$ cat src/rtl/rx_phyretrain_responder.sv
// Responder side of the LTSM PHYRETRAIN handshake: answers the partner's START_REQ
// through the shared sideband wrapper and resolves the retrain target state.
module rx_phyretrain_responder #(
    parameter int unsigned SB_MSG_WIDTH = 4
) (
    input  logic                    i_clk,
    input  logic                    i_rst_n,
    input  logic                    i_phyretrain_en,
    input  logic [SB_MSG_WIDTH-1:0] i_decoded_SB_msg,
    input  logic                    i_rx_msg_valid,
    input  logic [2:0]              i_rx_msg_info,
    input  logic [2:0]              i_local_msg_info,
    input  logic                    i_falling_edge_busy,
    input  logic                    i_tx_valid,
    output logic [SB_MSG_WIDTH-1:0] o_encoded_SB_msg_rx,
    output logic                    o_valid_rx,
    output logic                    o_phyretrain_end_rx,
    output logic [2:0]              o_resolved_state
);

    localparam logic [SB_MSG_WIDTH-1:0] MSG_START_REQ  = SB_MSG_WIDTH'(1);
    localparam logic [SB_MSG_WIDTH-1:0] MSG_START_RESP = SB_MSG_WIDTH'(2);
    localparam logic [2:0] ENC_TXSELFCAL = 3'b001;
    localparam logic [2:0] ENC_SPEEDIDLE = 3'b010;
    localparam logic [2:0] ENC_REPAIR    = 3'b100;

    typedef enum logic [2:0] {
        ST_IDLE,
        ST_WAIT_REQ,
        ST_WAIT_TX_DONE,
        ST_SEND_RESP,
        ST_DONE
    } state_t;

    state_t                  state, state_nxt;
    logic [2:0]              partner_info, partner_info_nxt;
    logic [SB_MSG_WIDTH-1:0] msg_nxt;
    logic                    valid_nxt;
    logic                    end_nxt;
    logic [2:0]              resolved_nxt;
    logic [2:0]              local_norm_c;
    logic [2:0]              partner_norm_c;
    logic [2:0]              resolved_c;
    logic                    start_req_c;

    // Anything that is not a clean one-hot code falls back to SPEEDIDLE.
    function automatic logic [2:0] normalize(input logic [2:0] enc);
        if ((enc != 3'b000) && ((enc & (enc - 3'd1)) == 3'b000)) begin
            return enc;
        end
        return ENC_SPEEDIDLE;
    endfunction

    // Priority SPEEDIDLE > REPAIR > TXSELFCAL across both sides.
    always_comb begin
        local_norm_c   = normalize(i_local_msg_info);
        partner_norm_c = normalize(partner_info);
        if ((local_norm_c == ENC_SPEEDIDLE) || (partner_norm_c == ENC_SPEEDIDLE)) begin
            resolved_c = ENC_SPEEDIDLE;
        end else if ((local_norm_c == ENC_REPAIR) || (partner_norm_c == ENC_REPAIR)) begin
            resolved_c = ENC_REPAIR;
        end else begin
            resolved_c = ENC_TXSELFCAL;
        end
    end

    assign start_req_c = i_rx_msg_valid && (i_decoded_SB_msg == MSG_START_REQ);

    always_ff @(posedge i_clk or negedge i_rst_n) begin
        if (!i_rst_n) begin
            state               <= ST_IDLE;
            partner_info        <= 3'b000;
            o_encoded_SB_msg_rx <= '0;
            o_valid_rx          <= 1'b0;
            o_phyretrain_end_rx <= 1'b0;
            o_resolved_state    <= 3'b000;
        end else begin
            state               <= state_nxt;
            partner_info        <= partner_info_nxt;
            o_encoded_SB_msg_rx <= msg_nxt;
            o_valid_rx          <= valid_nxt;
            o_phyretrain_end_rx <= end_nxt;
            o_resolved_state    <= resolved_nxt;
        end
    end

    always_comb begin
        state_nxt        = state;
        partner_info_nxt = partner_info;
        msg_nxt          = o_encoded_SB_msg_rx;
        valid_nxt        = o_valid_rx;
        end_nxt          = o_phyretrain_end_rx;
        resolved_nxt     = o_resolved_state;

        // Disable wins over every other event and abandons an in-flight response.
        if ((state != ST_IDLE) && !i_phyretrain_en) begin
            state_nxt = ST_IDLE;
            valid_nxt = 1'b0;
        end else begin
            unique case (state)
                ST_IDLE: begin
                    msg_nxt      = '0;
                    end_nxt      = 1'b0;
                    resolved_nxt = 3'b000;
                    if (i_phyretrain_en) begin
                        state_nxt = ST_WAIT_REQ;
                    end
                end
                ST_WAIT_REQ: begin
                    if (start_req_c) begin
                        partner_info_nxt = i_rx_msg_info;
                        if (i_tx_valid) begin
                            state_nxt = ST_WAIT_TX_DONE;
                        end else begin
                            state_nxt = ST_SEND_RESP;
                            msg_nxt   = MSG_START_RESP;
                            valid_nxt = 1'b1;
                        end
                    end
                end
                ST_WAIT_TX_DONE: begin
                    if (i_falling_edge_busy && i_tx_valid) begin
                        state_nxt = ST_SEND_RESP;
                        msg_nxt   = MSG_START_RESP;
                        valid_nxt = 1'b1;
                    end
                end
                ST_SEND_RESP: begin
                    // A busy edge while TX owns the wrapper is TX's own message.
                    if (i_falling_edge_busy && !i_tx_valid) begin
                        state_nxt    = ST_DONE;
                        valid_nxt    = 1'b0;
                        end_nxt      = 1'b1;
                        resolved_nxt = resolved_c;
                    end
                end
                ST_DONE: begin
                end
                default: begin
                    state_nxt = ST_IDLE;
                    valid_nxt = 1'b0;
                end
            endcase
        end
    end

endmodule

$ cat config.mk
export PLATFORM = sky130hd
export DESIGN_NAME = rx_phyretrain_responder
export DESIGN_NICKNAME = d
export VERILOG_FILES = /design/src/rtl/rx_phyretrain_responder.sv
export SDC_FILE = /design/constraint.sdc
export NUM_CORES = 1
export LEC_CHECK = 0
export BUFFER_PORTS_ARGS = -buffer_cell sky130_fd_sc_hd__buf_2
export CORE_MARGIN = 3
export CORE_UTILIZATION = 51
export DETAILED_ROUTE_END_ITERATION = 16
export GPL_TIMING_DRIVEN = 0
export PLACE_DENSITY = 0.81
export SLEW_MARGIN = 20
export SYNTH_ARGS = -nofsm -noshare
export SYNTH_HDL_FRONTEND = slang
export SYNTH_SLANG_ARGS = --single-unit
$ cat constraint.sdc
create_clock -name i_clk -period 4.4 [get_ports i_clk]
set_clock_uncertainty 0.05 [all_clocks]
set_input_delay 0.44 -clock i_clk [delete_from_list [all_inputs] [get_ports i_clk]]
set_output_delay 0.44 -clock i_clk [all_outputs]
set_load 0.005 [all_outputs]
==> metrics.md, run 1 <==
| Metric | Value |
|---|---|
| R2R Path Start | `state[0]` |
| Synthesized cell area | `709 sq um` |
| Worst EP required | `4.51 ns` |
| Layout cells sized above 1 | `34.0%` |
| Drt wl/cell | `14.2 um` |
| Sum Neg Setup Slack | `0 ns` |
| CTS tree | `done` |
| WL met1 | `711 um` |
| Outcome | `complete, no violations` |
| Crit path DAT | `1.90 ns` |
| Starting Density | `59.1%` |
| DR iter-0 viols | `11` |
| Drt first pass iters | `4` |
| Syn avg cell area | `9.72 sq um` |
| CP startpoint | `state[0]` |
| Core area | `0.00120 sq mm` |
| Commonest non-fill, non-tap cells in the layout | `20 x buf_2, 12 x dfrtp_1, 6 x nand2_1, 5 x nand2b_1` |
| Pin count of the biggest net entering global routing | `13` |
| Worst path slowest cell | `or4_4` |
| Grt total ovfl | `0` |
| Worst-path clk slew | `0.07 ns` |
| Reg area | `300 sq um` |
| Initial antenna violation count | `0` |
| Period utilisation layout | `40.7%` |
| Die area | `0.00187 sq mm` |
| Max-slew violation count | `0` |
| Nets@finish | `117` |
| CP peak stage delay | `0.48 ns` |
| IR drop worst, VDD | `157 uV` |
| Row cnt | `12` |
| Detail Route met3 WL | `83 um` |
| ANT cells | `0` |
| Number of H-tree levels | `1` |
| Total wire length | `1620 um` |
| I/O pin total | `25` |
| Startpoint types | `flip-flop` |
| GRT Util Overall | `20.3%` |
| Most common cell after layout, fill and taps aside | `buf_2` |
| P&R area growth vs syn | `24.2%` |
| PD cells | `300 mW/mm^2` |
| Critical path type | `reg -> reg` |
| Maxcap violations | `0` |
| Residual DRC count | `0` |
| Maximum clock path buffer count | `2` |
| Gp weighted congestion | `0.838` |
| Lkg Pwr | `0.447 nW` |
| Finished Cell Area | `881 sq um` |
| Buffers on Ports | `20` |
| Vias in the first global route | `582` |
| Hold Startpoint | `i_rx_msg_info[1]` |
| Final HPWL DP | `1270 um` |
| CTS resizes | `0` |
| Critical Path End Type | `flip-flop` |
| Synthesis warning total | `0` |
| Hold Violations, Final | `0` |
| TritonCTS Sinks | `12` |
| Clock latency on the worst-skew pair | `0.28 ns` |
| CP Cell Sequence | `clkbuf_1 -> nand2b_1 -> or4_4 -> mux2_4` |
| Highest Clock Rate | `0.559 GHz` |
| Die Height | `43.3 um` |
| Top Metal Used | `met4` |
| Fin crit period | `1.79 ns` |
| First-pass GRT wire length | `2720 um` |
| Root Driver | `clkbuf_4` |
| Routed Antenna Nets | `0` |
| CTS buffer count | `3` |
| Vias post-DR | `630` |
| Final setup viols | `0` |
| Post-DP Area | `835 sq um` |
| Cell count after synthesis | `73` |
| Distinct cells, synth | `30` |
| Critical Path Fanout Max | `10` |
| Type of the worst min-delay path | `in -> reg` |
| Met2 WL | `791 um` |
| DR vias/cell | `5.53` |
| Yosys reg bits | `12` |
| Fillers | `93` |
| DIE WIDTH | `43.3 um` |
| Register area share after synthesis | `42.3%` |
| Multi-input logic area | `375 sq um` |
| RSZ-0062 raised after global routing | `no` |
==> worst max-delay path: cells and delay by family (launching register included) <==
family                 cells  cell delay [ns]
flip-flops                 1             0.36
buffers and inverters      1             0.32
AND/OR/NAND/NOR            2             0.63
multiplexers               1             0.32
==> Yosys cell counts <==
cell,instances,share of area (%)
or4_4,1,1.6
a21oi_1,3,2.1
conb_1,1,0.53
buf_4,3,3.2
nand2b_1,5,4.4
o32a_2,1,1.6
clkbuf_1,4,2.1
nor3_1,2,1.4
o21ai_0,3,2.1
nand3b_1,1,1.1
o2bb2ai_1,1,1.2
a21o_1,1,1.1
dfrtp_1,12,42
a21boi_0,1,1.1
nand2_1,6,3.2
mux2_4,3,6.3
a221oi_1,1,1.2
nor4_1,1,0.88
or3b_4,1,1.6
o22a_1,3,3.7
or2b_2,1,1.2
or4_1,2,2.1
mux2i_1,1,1.4
nand3_1,4,2.8
o31ai_1,3,3.2
inv_1,1,0.53
a22oi_1,1,1.1
xnor2_1,2,2.5
or3_1,1,0.88
nor2_1,3,1.6
==> kinds of logic after synthesis <==
kind of cell,synth area share (%)
buffers and inverters,5.82
and+or+nand+nor,22.8
DFF,42.3
other,0.529
xor gates and xnor gates,2.47
AOI/OAI and AO/OA,18.3
muxes,7.76
==> where the power goes <==
part	internal, mW	switching [mW]
registers	0.117	0.00747
clock network	0.0504	0.0393
logic	0.0276	0.0224
==> flip-flops by register name (all words and copies together) (netlist names) <==
name,count
partner_info,3
o_encoded_SB_msg_rx,1
o_phyretrain_end_rx,1
state,3
o_resolved_state,3
o_valid_rx,1
==> routing by layer <==
layer / vias up / track usage, %
li1: 316 / -
met1: 291 / 25.1
met2: 19 / 31.3
met3: 4 / 4.24
met4: 0 / 13.3
met5: - / 0
==> final cells by class <==
cell class | count | share of cell area [%]
tap | 14 | 1.99
multi-input combinational | 55 | 42.6
clock buffer | 4 | 4.12
inverter | 1 | 0.426
buffer | 7 | 4.26
sequential | 12 | 34.1
timing repair buffer | 21 | 12.5
==> path summary, 6_finish.rpt <==
| kind | end | slack, ns | cells after the start |
|---|---|---|---|
| worst max register to register | partner_info[1] | 2.61 | 4 |
| max in group asynchronous | state[0] | 3.58 | 2 |
| worst min register to register | o_phyretrain_end_rx | 0.44 | 2 |
| worst min-delay path | partner_info[1] | 0.34 | 2 |
| min in group asynchronous | state[2] | 0.50 | 2 |
| worst max-delay path | partner_info[1] | 2.61 | 4 |
==> metrics by stage <==
step	power, mW	setup WS (ns)	hold WS [ns]	instances	utilization [%]
CTS	0.264	2.60	0.343	114	73.3
finish	0.264	2.61	0.343	114	73.3
detailed placement	0.176	2.39	0.278	109	69.5
global placement	0.173	2.41	0.275	109	69.5
floorplan	0.157	2.53	0.0944	75	-
global route	0.277	2.50	0.341	114	73.3
==> repair_timing <==
action / CTS / global route
setup buffers: 0 / 0
hold buffers: 1 / 0
hold endpoints to repair: 12 / 0
Note: power is estimated with default switching activity, not from simulation.
==> run 2: changes to the inputs <==
- CORE_UTILIZATION: 51 -> 47
- PLACE_DENSITY: 0.81 -> 0.76
- clock period: 4.4 -> 1.8 ns (I/O delays scaled with it)
==> metrics.md, run 2 (synthesized netlist as in run 1, its figures left out) <==
| Metric | Value |
|---|---|
| Outcome | `complete, no violations` |
| Maximum clock path buffer count | `2 (unchanged)` |
| CTS tree | `done` |
| Clock share of power | `34.2% (+0.3 points)` |
| First-pass GRT wire length | `2490 um (-8.4%)` |
| Critical path type | `reg -> reg` |
| Worst Hold End | `partner_info[1]` |
| Maxcap violations | `0 (unchanged)` |
| Die Height | `44.9 um (+3.6%)` |
| PD cells | `733 mW/mm^2 (+140%)` |
| Drt wl/cell | `13.1 um (-8.2%)` |
| Most common cell after layout, fill and taps aside | `buf_2` |
| Highest Clock Rate | `0.583 GHz (+4.3%)` |
| Max-slew violation count | `0 (unchanged)` |
| Pre-CTS setup slack | `0.0419 ns (-2.35 ns)` |
| Pin count of the biggest net entering global routing | `13 (unchanged)` |
| Hold Violations, Final | `0 (unchanged)` |
| Switching Share | `26.3% (+0.14 points)` |
| Sequential power share | `47.0% (-0.2 points)` |
| TritonCTS Sinks | `12 (unchanged)` |
| P&R area growth vs syn | `24.7%` |
| DR iter-0 viols | `10 (-1)` |
| Final HPWL DP | `1110 um (-13%)` |
| R2R Path Start | `state[2]` |
| Vias post-DR | `614 (-2.5%)` |
| Clock latency on the worst-skew pair | `0.29 ns (about the same)` |
| DIE WIDTH | `44.9 um (+3.6%)` |
| WHS Path Cells | `2 (unchanged)` |
| Crit path DAT | `1.84 ns (-0.06 ns)` |
| Type of the worst min-delay path | `in -> reg` |
| Lkg Pwr | `0.448 nW (+0.29%)` |
| Worst-path clk slew | `0.08 ns (about the same)` |
| RSZ-0062 raised after global routing | `no` |
| Initial antenna violation count | `0 (unchanged)` |
| Flop-to-flop setup slack | `0.09 ns (-2.53 ns)` |
| Nets@finish | `117 (unchanged)` |
| GRT Util Overall | `18.5% (-1.8 points)` |
| I/O pin total | `25 (unchanged)` |
| PnR worst setup slack | `0.0857 ns (-2.53 ns)` |
| Final setup viols | `0 (unchanged)` |
| Net Sw Power | `0.170 mW (+150%)` |
| Startpoint types | `flip-flop` |
| Worst EP required | `1.92 ns (-2.59 ns)` |
| CTS buffer count | `3 (unchanged)` |
| Fin crit period | `1.71 ns (-0.0744 ns)` |
| Period utilisation layout | `95.2% (+55 points)` |
| Vias in the first global route | `560 (-3.8%)` |
| Placed Cells | `110 (+0.92%)` |
| Critical Path End Type | `flip-flop` |
| Commonest non-fill, non-tap cells in the layout | `20 x buf_2, 11 x dfrtp_1, 6 x nand2_1, 5 x nand2b_1, 4 x nand3_1` |
| Setup Buffers After CTS | `0 (unchanged)` |
| Grt total ovfl | `0 (unchanged)` |
| Layout Cells excl Fill | `115 (+0.88%)` |
| Gp weighted congestion | `0.783 (-6.6%)` |
| Routed Antenna Nets | `0 (unchanged)` |
| Total wire length | `1500 um (-7.4%)` |
| Power, Total | `0.648 mW (+150%)` |
| Reg2reg path depth | `3 (-1)` |
| Regs by FF count | `o_resolved_state (3), partner_info (3), state (3)` |
| Combinational Power Share | `18.8% (about the same)` |
| IR drop worst, VDD | `572 uV (+260%)` |
| Hold Startpoint | `i_rx_msg_info[1]` |
| Row cnt | `13 (+1)` |
| End of the worst register-to-register path | `partner_info[2]` |
| Drt first pass iters | `4 (unchanged)` |
| Sum Neg Setup Slack | `0 ns (unchanged)` |
| WHS | `0.0710 ns (-0.272 ns)` |
| Residual DRC count | `0 (unchanged)` |
| Die area | `0.00201 sq mm (+7.3%)` |
| ANT cells | `0 (unchanged)` |
| Critical Path Fanout Max | `7 (-3)` |
| Core area | `0.00135 sq mm (+12%)` |
| Starting Density | `52.5% (-6.5 points)` |
| Layout cells sized above 1 | `36.0% (+2.0 points)` |
| Root Driver | `clkbuf_4` |
| Number of H-tree levels | `1 (unchanged)` |
| Buffers on Ports | `20 (unchanged)` |
| Int Pwr | `0.478 mW (+140%)` |
| DR vias/cell | `5.34 (-3.4%)` |
| CP startpoint | `state[2]` |
[run 2: power by group through the flow]
| stage | clock (mW) | combinational [mW] | sequential (mW) |
|---|---|---|---|
| CTS | 0.231 | 0.122 | 0.304 |
| global route | 0.247 | 0.136 | 0.308 |
| detailed placement | 0 | 0.120 | 0.310 |
| floorplan | 0 | 0.0781 | 0.307 |
| global placement | 0 | 0.116 | 0.308 |
| finish | 0.222 | 0.122 | 0.305 |
[run 2: layout make-up]
cell class                      count  area [sq um]
Tap cell                           15          18.8
Inverter                            1          3.75
Buffer                              7          38.8
Fill cell                         125           465
Sequential cell                    12           302
Timing Repair Buffer               21           110
Clock buffer                        4          36.3
Multi-Input combinational cell     55           375
[run 2: worst max-delay path by stage]
stage | to | slack [ns] | cells past startpoint
floorplan | partner_info[0] | 0.17 | 3
global placement | partner_info[0] | 0.06 | 4
detailed placement | partner_info[2] | 0.04 | 4
CTS | partner_info[2] | 0.03 | 4
global route | partner_info[2] | 0.02 | 3
finish | partner_info[2] | 0.09 | 3
[run 2: metal layers]
| layer | global-route usage [%] | vias up | share of wire (%) |
|---|---|---|---|
| li1 | - | 312 | - |
| met1 | 21.0 | 277 | 44 |
| met2 | 27.8 | 20 | 46 |
| met3 | 7.17 | 5 | 6.4 |
| met4 | 14.0 | 0 | 3.2 |
| met5 | 0 | - | 0 |
[run 2: critical path, cell delays in order, from the launching register on]
cell and delay (ns):
dfrtp_2 0.45, nand2b_1 0.19, or4_4 0.59, mux2_4 0.32
[run 2: repair_timing]
| item | 4_1_cts | 5_1_grt |
|---|---|---|
| endpoints found under the setup margin | 0 | 4 |
| hold buffers | 1 | 0 |
| endpoints found under the hold margin | 12 | 0 |
| gates resized for setup | 0 | 3 |
[run 2: stage by stage]
stage                     utilization, %  area (sq um)
after floorplan                        -           717
after global placement              61.9           836
after detailed placement            61.9           836
after CTS                           65.3           882
after global routing                65.5           885
final                               65.5           885
